`config.mk`:
```
export PLATFORM = sky130hd
export DESIGN_NAME = multicycle_controller
export DESIGN_NICKNAME = d
export VERILOG_FILES = /design/src/rtl/multicycle_controller.sv
export SDC_FILE = /design/constraint.sdc
export NUM_CORES = 1
export LEC_CHECK = 0
export ABC_CLOCK_PERIOD_IN_PS = 2800
export CORE_AREA = 8 8 45 47
export CTS_CLUSTER_SIZE = 40
export DETAILED_ROUTE_END_ITERATION = 10
export DIE_AREA = 0 0 53 55
export HOLD_SLACK_MARGIN = 0.08
export PLACE_DENSITY = 0.74
export SLEW_MARGIN = 20
export SYNTH_ARGS = -nofsm -noshare
export SYNTH_HDL_FRONTEND = slang
export SYNTH_SLANG_ARGS = --single-unit
```
`constraint.sdc`:
```
create_clock -name clk -period 2.8 [get_ports clk]
set_input_delay 0.84 -clock clk [delete_from_list [all_inputs] [get_ports clk]]
set_output_delay 0.84 -clock clk [all_outputs]
set_load 0.005 [all_outputs]
```
`src/rtl/multicycle_controller.sv`:
```
// rtl/multicycle_controller.sv - multi-cycle control FSM for the 16-bit accumulator CPU
module multicycle_controller (
  input  logic       clk,
  input  logic       rst,
  input  logic [3:0] opcode,
  input  logic       alu_zero,
  input  logic       mem_ready,
  output logic       mem_read,
  output logic       mem_write,
  output logic       i_or_d,
  output logic       ir_write,
  output logic       mdr_write,
  output logic       pc_write,
  output logic       pc_src,
  output logic       acc_write,
  output logic       acc_src,
  output logic       alu_src_a,
  output logic       alu_src_b,
  output logic [1:0] alu_op,
  output logic       halted
);

  localparam logic [2:0] S_FETCH   = 3'd0;
  localparam logic [2:0] S_DECODE  = 3'd1;
  localparam logic [2:0] S_MEM_RD  = 3'd2;
  localparam logic [2:0] S_LOAD_WB = 3'd3;
  localparam logic [2:0] S_EXEC    = 3'd4;
  localparam logic [2:0] S_STORE   = 3'd5;
  localparam logic [2:0] S_JUMP    = 3'd6;
  localparam logic [2:0] S_HALT    = 3'd7;

  localparam logic [3:0] OP_LDA = 4'b0000;
  localparam logic [3:0] OP_STA = 4'b0001;
  localparam logic [3:0] OP_ADD = 4'b0010;
  localparam logic [3:0] OP_SUB = 4'b0011;
  localparam logic [3:0] OP_AND = 4'b0100;
  localparam logic [3:0] OP_NOT = 4'b0101;
  localparam logic [3:0] OP_JMP = 4'b0110;
  localparam logic [3:0] OP_JZ  = 4'b0111;
  localparam logic [3:0] OP_HLT = 4'b1111;

  localparam logic [1:0] ALU_ADD = 2'b00;
  localparam logic [1:0] ALU_SUB = 2'b01;
  localparam logic [1:0] ALU_AND = 2'b10;
  localparam logic [1:0] ALU_NOT = 2'b11;

  logic [2:0] state_q, state_d;
  logic       z_q, z_d;

  // Next-state selection; memory states hold until mem_ready.
  always_comb begin
    state_d = state_q;
    case (state_q)
      S_FETCH: begin
        if (mem_ready) state_d = S_DECODE;
      end
      S_DECODE: begin
        case (opcode)
          OP_LDA, OP_ADD, OP_SUB, OP_AND: state_d = S_MEM_RD;
          OP_STA:                         state_d = S_STORE;
          OP_NOT:                         state_d = S_EXEC;
          OP_JMP:                         state_d = S_JUMP;
          OP_JZ:                          state_d = z_q ? S_JUMP : S_FETCH;
          OP_HLT:                         state_d = S_HALT;
          default:                        state_d = S_FETCH;
        endcase
      end
      S_MEM_RD: begin
        if (mem_ready) state_d = (opcode == OP_LDA) ? S_LOAD_WB : S_EXEC;
      end
      S_LOAD_WB: state_d = S_FETCH;
      S_EXEC:    state_d = S_FETCH;
      S_STORE: begin
        if (mem_ready) state_d = S_FETCH;
      end
      S_JUMP:    state_d = S_FETCH;
      S_HALT:    state_d = S_HALT;
      default:   state_d = S_FETCH;
    endcase
  end

  // Z flag captures the ALU zero output only when an ALU result is written back.
  always_comb begin
    z_d = z_q;
    if (state_q == S_EXEC) z_d = alu_zero;
  end

  // State and Z registers with synchronous reset; reset abandons any instruction.
  always_ff @(posedge clk) begin
    if (rst) begin
      state_q <= S_FETCH;
      z_q     <= 1'b0;
    end else begin
      state_q <= state_d;
      z_q     <= z_d;
    end
  end

  // Output decode from state (and mem_ready for the one-cycle load strobes); all zero in reset.
  always_comb begin
    mem_read  = 1'b0;
    mem_write = 1'b0;
    i_or_d    = 1'b0;
    ir_write  = 1'b0;
    mdr_write = 1'b0;
    pc_write  = 1'b0;
    pc_src    = 1'b0;
    acc_write = 1'b0;
    acc_src   = 1'b0;
    alu_src_a = 1'b0;
    alu_src_b = 1'b0;
    alu_op    = ALU_ADD;
    halted    = 1'b0;
    if (!rst) begin
      case (state_q)
        S_FETCH: begin
          mem_read  = 1'b1;
          alu_src_b = 1'b1;
          ir_write  = mem_ready;
          pc_write  = mem_ready;
        end
        S_MEM_RD: begin
          mem_read  = 1'b1;
          i_or_d    = 1'b1;
          mdr_write = mem_ready;
        end
        S_LOAD_WB: begin
          acc_write = 1'b1;
          acc_src   = 1'b1;
        end
        S_EXEC: begin
          alu_src_a = 1'b1;
          acc_write = 1'b1;
          case (opcode)
            OP_SUB:  alu_op = ALU_SUB;
            OP_AND:  alu_op = ALU_AND;
            OP_NOT:  alu_op = ALU_NOT;
            default: alu_op = ALU_ADD;
          endcase
        end
        S_STORE: begin
          mem_write = 1'b1;
          i_or_d    = 1'b1;
        end
        S_JUMP: begin
          pc_write = 1'b1;
          pc_src   = 1'b1;
        end
        S_HALT: begin
          halted = 1'b1;
        end
        default: begin
          halted = 1'b0;
        end
      endcase
    end
  end

endmodule
```
==> flow_metrics.env, run 1 <==
export IMPL_run_status="finished, final reports clean"
export IMPL_clock_fmax_mhz=364
export IMPL_synthSimpleGateAreaFrac_pct=35.1
export IMPL_dp_cells=113
export IMPL_io_buffer_count=21
export IMPL_netlist_top_cells_area="dfxtp_1 (17%), a21oi_1 (7.4%), nor2_1 (6.3%)"
export IMPL_final_cell_area_um2=793
export IMPL_rsz0062_at_grt="false"
export IMPL_yosysWarnings=0
export IMPL_dieArea_um2=2920
export IMPL_cts_tree="yes"
export IMPL_yosys_mux_area_fraction_pct=0
export IMPL_relSlewSlack_pct=70.7
export IMPL_drtIter0Drc=14
export IMPL_track_usage_pct=12.1
export IMPL_areaGrowthSynthToFinish_pct=67.3
export IMPL_cap_violations=0
export IMPL_dpl_instance_area_um2=769
export IMPL_num_antenna_cells=0
export IMPL_grt_pass1_wl_um=2700
export IMPL_internal_power_uw=142
export IMPL_finish_utilization_pct=57.3
export IMPL_maxSlewViolCount=0
export IMPL_yosysSeqAreaShare_pct=16.9
export IMPL_end_kind="output pin"
export IMPL_grt_overflow_total=0
export IMPL_cts_root_buf="clkbuf_4"
export IMPL_die_h_um=55
export IMPL_worst_slack_ns=0.0502
export IMPL_synth_area_leader_cell="dfxtp_1"
export IMPL_slowest_stage="clkdlybuf4s50_1"
export IMPL_num_rows=14
export IMPL_cts_hold_buf=0
export IMPL_drive_gt1_share_pct=27.0
export IMPL_crit_type="input port to output pin"
export IMPL_synth_top_family_by_area="simple AND/OR/NAND/NOR gates"
export IMPL_synth_compound_area_share_pct=33.8
export IMPL_dp_worst_setup_slack_ns=-0.516
export IMPL_p_leak_uw=0.000356
export IMPL_drc_errors=0
export IMPL_grt_max_degree=12
export IMPL_dp_hpwl_um=1230
export IMPL_netSwitchingPower_uw=58.7
export IMPL_wl_um=1630
export IMPL_cts_sinks=4
export IMPL_synth_top_area_share_pct=16.9
export IMPL_cp_required_ns=1.96
export IMPL_multiInputGateArea_um2=365
export IMPL_final_hold_violation_count=0
export IMPL_htree_levels=1
export IMPL_avgSynthCellArea_um2=6.77
export IMPL_ios=22
export IMPL_chipWidth_um=53
export IMPL_gp_congestion=0.784
export IMPL_synthXorXnorAreaFrac_pct=1.85
export IMPL_clock_skew_final_ns=0.000523
export IMPL_firstDrtPassIters=4
export IMPL_max_slew_worst_pin_slew_ns=0.434
export IMPL_arrival_ns=1.91
export IMPL_nFillCells=140
export IMPL_core_um2=1380
export IMPL_fin_crit_ns=2.75
export IMPL_cpPeakStageDelay_ns=0.52
export IMPL_final_common_cell="buf_4"
export IMPL_final_nets=110
export IMPL_antenna_found_initial=0
export IMPL_cp_max_fo=4
export IMPL_syn_inst=70
export IMPL_seq_power_share_pct=29.6
export IMPL_worstPathCellList="dlygate4sd2_1 -> buf_4 -> nor3_1 -> clkdlybuf4s50_1"
export IMPL_netlist_area_um2=474
export IMPL_insertion_delay_ns=0.24
export IMPL_swShare_pct=29.2
export IMPL_final_cell_mix="buf_4 (14), nor2_1 (8), a21oi_1 (7), clkdlybuf4s50_1 (7), dlygate4sd2_1 (7)"
export IMPL_clk_pin_slew_ns=0.04
export IMPL_register_area_um2=80.1
export IMPL_worstHoldPathType="flip-flop to flip-flop"
export IMPL_numCtsBuffers=3
export IMPL_grt_pass1_vias=621
export IMPL_cts_path_max_buffers=2
export IMPL_synth_nets=78
export IMPL_setup_viol=0
export IMPL_fin_crit_sh_pct=98.2
export IMPL_synth_cell_types=34
export IMPL_synthAdderAreaFrac_pct=0
export IMPL_power_density_nw_per_um2=254
export IMPL_critical_path_startpoint_type="input port"
export IMPL_initial_core_util_pct=34.3
export IMPL_via_per_inst=5.65
export IMPL_wl_per_cell_um=14.0
export IMPL_ant_nets=0
export IMPL_synth_seq_cells=4
export IMPL_combPwrFrac_pct=33.5
export IMPL_vias=655
export IMPL_power_frac_clock_pct=37.0
export IMPL_fin_cells=116
export IMPL_peakVddDrop_v=0.000119
-- synth_stat cells --
master / number
o211a_1: 1
nor3_1: 2
a21oi_1: 7
o31a_1: 2
a21boi_0: 1
inv_1: 5
nor4b_1: 1
or4_1: 1
nand2b_1: 4
nand4_1: 1
a211oi_1: 1
and3_1: 1
nor4bb_1: 1
xnor2_1: 1
o2111a_1: 1
dfxtp_1: 4
nor2b_1: 1
o22ai_1: 1
nor3b_1: 2
nor4_1: 1
clkbuf_1: 5
nand3_1: 1
nor2_1: 8
or3_1: 2
a221oi_2: 1
buf_6: 1
o221ai_1: 1
nand2_1: 3
a221o_1: 1
buf_2: 2
o41ai_1: 1
o211ai_1: 1
or2_1: 1
o21ai_0: 3
-- worst max-delay path, delay by kind of cell --
| family | cells | cell delay, ns |
|---|---|---|
| and+or+nand+nor | 1 | 0.15 |
| buffers and inverters | 3 | 0.91 |
-- per-stage QoR --
stage	hold WS (ns)	setup TNS (ns)	power, uW
after detailed placement	0.523	-5.24	128
after CTS	0.530	0	202
after global routing	0.574	0	213
after global placement	0.499	-5.19	126
after floorplan	0.467	0	93.6
final	0.532	0	201
-- cell families after synthesis --
logic type / count (synthesis)
flip-flops: 4
XOR/XNOR: 1
AO/OA/AOI/OAI: 22
buffers and inverters: 13
AND/OR/NAND/NOR: 30
-- area by class of cell --
class,count,area share (%)
Multi-Input combinational cell,53,46.1
Timing Repair Buffer,35,36.1
Sequential cell,4,10.1
Inverter,5,2.37
Tap cell,16,2.52
Clock buffer,3,2.84
-- worst paths after layout --
kind	end	cells past startpoint	from	slack, ns
max	mem_write	4	rst	0.05
min	z_q	2	z_q	0.53
max reg2reg	state_q[1]	4	state_q[2]	1.40
min reg2reg	z_q	2	z_q	0.53
-- registers in the layout (all words and copies together) (netlist names) --
| name | count |
|---|---|
| state_q | 3 |
| z_q | 1 |
-- metal layers --
metal,GRT usage [%],vias up,part of all wire (%)
li1,-,319,-
met1,11.8,304,41
met2,22.7,30,48
met3,3.48,2,9.1
met4,6.47,0,1.0
met5,0,-,0
-- timing repair --
| item | 4_1_cts | 5_1_grt |
|---|---|---|
| setup buffers | 0 | 0 |
| endpoints found under the setup margin | 14 | 8 |
| pin swaps | 2 | 2 |
| gates resized for setup | 24 | 8 |
-- power groups by stage --
| stage | Combinational (uW) | Sequential (uW) | Clock, uW |
|---|---|---|---|
| after global placement | 65.6 | 60.1 | 0 |
| final | 67.3 | 59.5 | 74.4 |
| after CTS | 66.3 | 59.5 | 75.9 |
| after global routing | 74.0 | 59.6 | 79.0 |
| after floorplan | 33.6 | 60.1 | 0 |
| after detailed placement | 67.3 | 60.3 | 0 |
(Power assumes the default switching activity.)
==> run 2: changes to the inputs <==
--- a/config.mk
+++ b/config.mk
@@ -5,7 +5,7 @@
 export SDC_FILE = /design/constraint.sdc
 export NUM_CORES = 1
 export LEC_CHECK = 0
-export ABC_CLOCK_PERIOD_IN_PS = 2800
+export ABC_CLOCK_PERIOD_IN_PS = 3400
 export CORE_AREA = 8 8 45 47
 export CTS_CLUSTER_SIZE = 40
 export DETAILED_ROUTE_END_ITERATION = 10
==> constraint.sdc (replaced) <==
create_clock -name clk -period 3.4 [get_ports clk]
set_input_delay 1.02 -clock clk [delete_from_list [all_inputs] [get_ports clk]]
set_output_delay 1.02 -clock clk [all_outputs]
set_load 0.005 [all_outputs]
==> flow_metrics.env, run 2 (same netlist as run 1, synthesis figures left out) <==
export IMPL_run_status="finished, final reports clean"
export IMPL_cp_max_fo=5
export IMPL_areaGrowthSynthToFinish_pct=60.4
export IMPL_cap_violations=0
export IMPL_grtUsageMet2_pct=18.0
export IMPL_largest_reg_flops=3
export IMPL_p_leak_uw=0.000328
export IMPL_initial_core_util_pct=34.3
export IMPL_drtIter0Drc=6
export IMPL_worst_slack_ns=0.0521
export IMPL_critPathCapture="mem_read"
export IMPL_die_h_um=55
export IMPL_clk_pin_slew_ns=0.04
export IMPL_top_regs="state_q x3, z_q x1"
export IMPL_htree_levels=1
export IMPL_antenna_found_initial=0
export IMPL_hold_slack_ns=0.513
export IMPL_r2r_cells=4
export IMPL_wl_per_cell_um=12.8
export IMPL_nFillCells=141
export IMPL_final_cell_mix="clkdlybuf4s50_1 (12), buf_4 (10), dlygate4sd2_1 (9)"
export IMPL_core_um2=1380
export IMPL_postCtsSetupBuffers=0
export IMPL_num_antenna_cells=0
export IMPL_dp_worst_setup_slack_ns=-0.291
export IMPL_r2r_start="state_q[2]"
export IMPL_cts_tree="yes"
export IMPL_largest_register="state_q"
export IMPL_grt_max_degree=12
export IMPL_finalSetupTns_ns=0
export IMPL_drive_gt1_share_pct=16.7
export IMPL_grt_overflow_total=0
export IMPL_drc_errors=0
export IMPL_worstHoldPathType="flip-flop to flip-flop"
export IMPL_insertion_delay_ns=0.23
export IMPL_critPathLaunch="rst"
export IMPL_dpl_instance_area_um2=739
export IMPL_final_cell_area_um2=761
export IMPL_final_hold_violation_count=0
export IMPL_fin_crit_ns=3.35
export IMPL_fin_crit_sh_pct=98.5
export IMPL_r2r_slack_ns=1.95
export IMPL_relSlewSlack_pct=71.6
export IMPL_use_met3_pct=4.55
export IMPL_maxSlewViolCount=0
export IMPL_max_slew_worst_pin_slew_ns=0.420
export IMPL_cts_root_buf="clkbuf_4"
export IMPL_grtUsageMet1_pct=10.3
export IMPL_firstDrtPassIters=4
export IMPL_grt_busiest_layer="met2"
export IMPL_crit_type="input port to output pin"
export IMPL_r2r_end="state_q[1]"
export IMPL_peakVddDrop_v=0.000123
export IMPL_numCtsBuffers=3
export IMPL_wl_um=1440
export IMPL_num_rows=14
export IMPL_grt_pass1_wl_um=2240
export IMPL_ant_nets=0
export IMPL_cts_hold_buf=0
export IMPL_setup_viol=0
export IMPL_cp_required_ns=2.38
export IMPL_total_power_uw=158
export IMPL_vias=605
export IMPL_clock_fmax_mhz=299
export IMPL_io_buffer_count=21
export IMPL_end_kind="output pin"
export IMPL_arrival_ns=2.33
export IMPL_via_per_inst=5.40
export IMPL_power_density_nw_per_um2=208
export IMPL_cts_sinks=4
export IMPL_gp_congestion=0.772
export IMPL_critical_path_startpoint_type="input port"
export IMPL_dp_hpwl_um=1120
export IMPL_cts_path_max_buffers=2
export IMPL_rsz0062_at_grt="false"
export IMPL_grt_pass1_vias=519
export IMPL_chipWidth_um=53
export IMPL_track_usage_pct=9.82
export IMPL_ios=22
export IMPL_clock_skew_final_ns=0.00104
export IMPL_final_nets=106
export IMPL_dieArea_um2=2920
export IMPL_final_common_cell="clkdlybuf4s50_1"
[run 2: how the worst min path moves through the flow]
| stage | to | startpoint | depth (start not counted) | slack, ns |
|---|---|---|---|---|
| final | z_q | z_q | 2 | 0.51 |
| after global routing | z_q | z_q | 2 | 0.54 |
| after CTS | z_q | z_q | 2 | 0.51 |
| after detailed placement | z_q | z_q | 2 | 0.50 |
| after global placement | z_q | z_q | 2 | 0.49 |
| after floorplan | z_q | z_q | 2 | 0.47 |
[run 2: where the power goes]
part           internal, uW  switching (uW)
sequential             48.4           0.771
clock                  39.4            18.4
combinational          27.7            23.4
[run 2: final cells by class]
class,count,area (um^2),area share (%)
clock buffer,3,22.5,2.96
timing repair buffer,31,274,36.0
inverter,5,18.8,2.47
multi-input combinational,53,345,45.4
sequential,4,80.1,10.5
tap,16,20.0,2.63
[run 2: per-stage QoR]
stage,utilization [%],instances
global route,55.0,112
floorplan,-,70
detailed placement,53.4,109
finish,55.0,112
global placement,53.4,109
CTS,55.0,112
[run 2: per-layer routing]
layer | vias to the layer above | wire length, um | share of wire, %
met5 | - | 0 | 0
met4 | 0 | 0 | 0
met3 | 0 | 174 | 12
met2 | 20 | 652 | 45
met1 | 278 | 609 | 42
li1 | 307 | - | -
[run 2: repair_timing]
| action | in CTS | in global routing |
|---|---|---|
| endpoints found under the setup margin | 14 | 0 |
| gates resized for setup | 11 | 0 |
| hold endpoints to repair | 0 | 0 |
[run 2: critical path: stages]
cell and delay [ns]:
dlygate4sd2_1 0.26, buf_4 0.14, or3_4 0.35, inv_1 0.06, clkdlybuf4s50_1 0.49
==> run 3: changes to the inputs <==
--- a/config.mk
+++ b/config.mk
@@ -12,7 +12,7 @@
 export DIE_AREA = 0 0 53 55
 export HOLD_SLACK_MARGIN = 0.08
 export PLACE_DENSITY = 0.74
-export SLEW_MARGIN = 20
+export SLEW_MARGIN = 0
 export SYNTH_ARGS = -nofsm -noshare
 export SYNTH_HDL_FRONTEND = slang
 export SYNTH_SLANG_ARGS = --single-unit
==> results of run 3 <==
The final DEF is identical to that of run 2; final timing and power are the same.
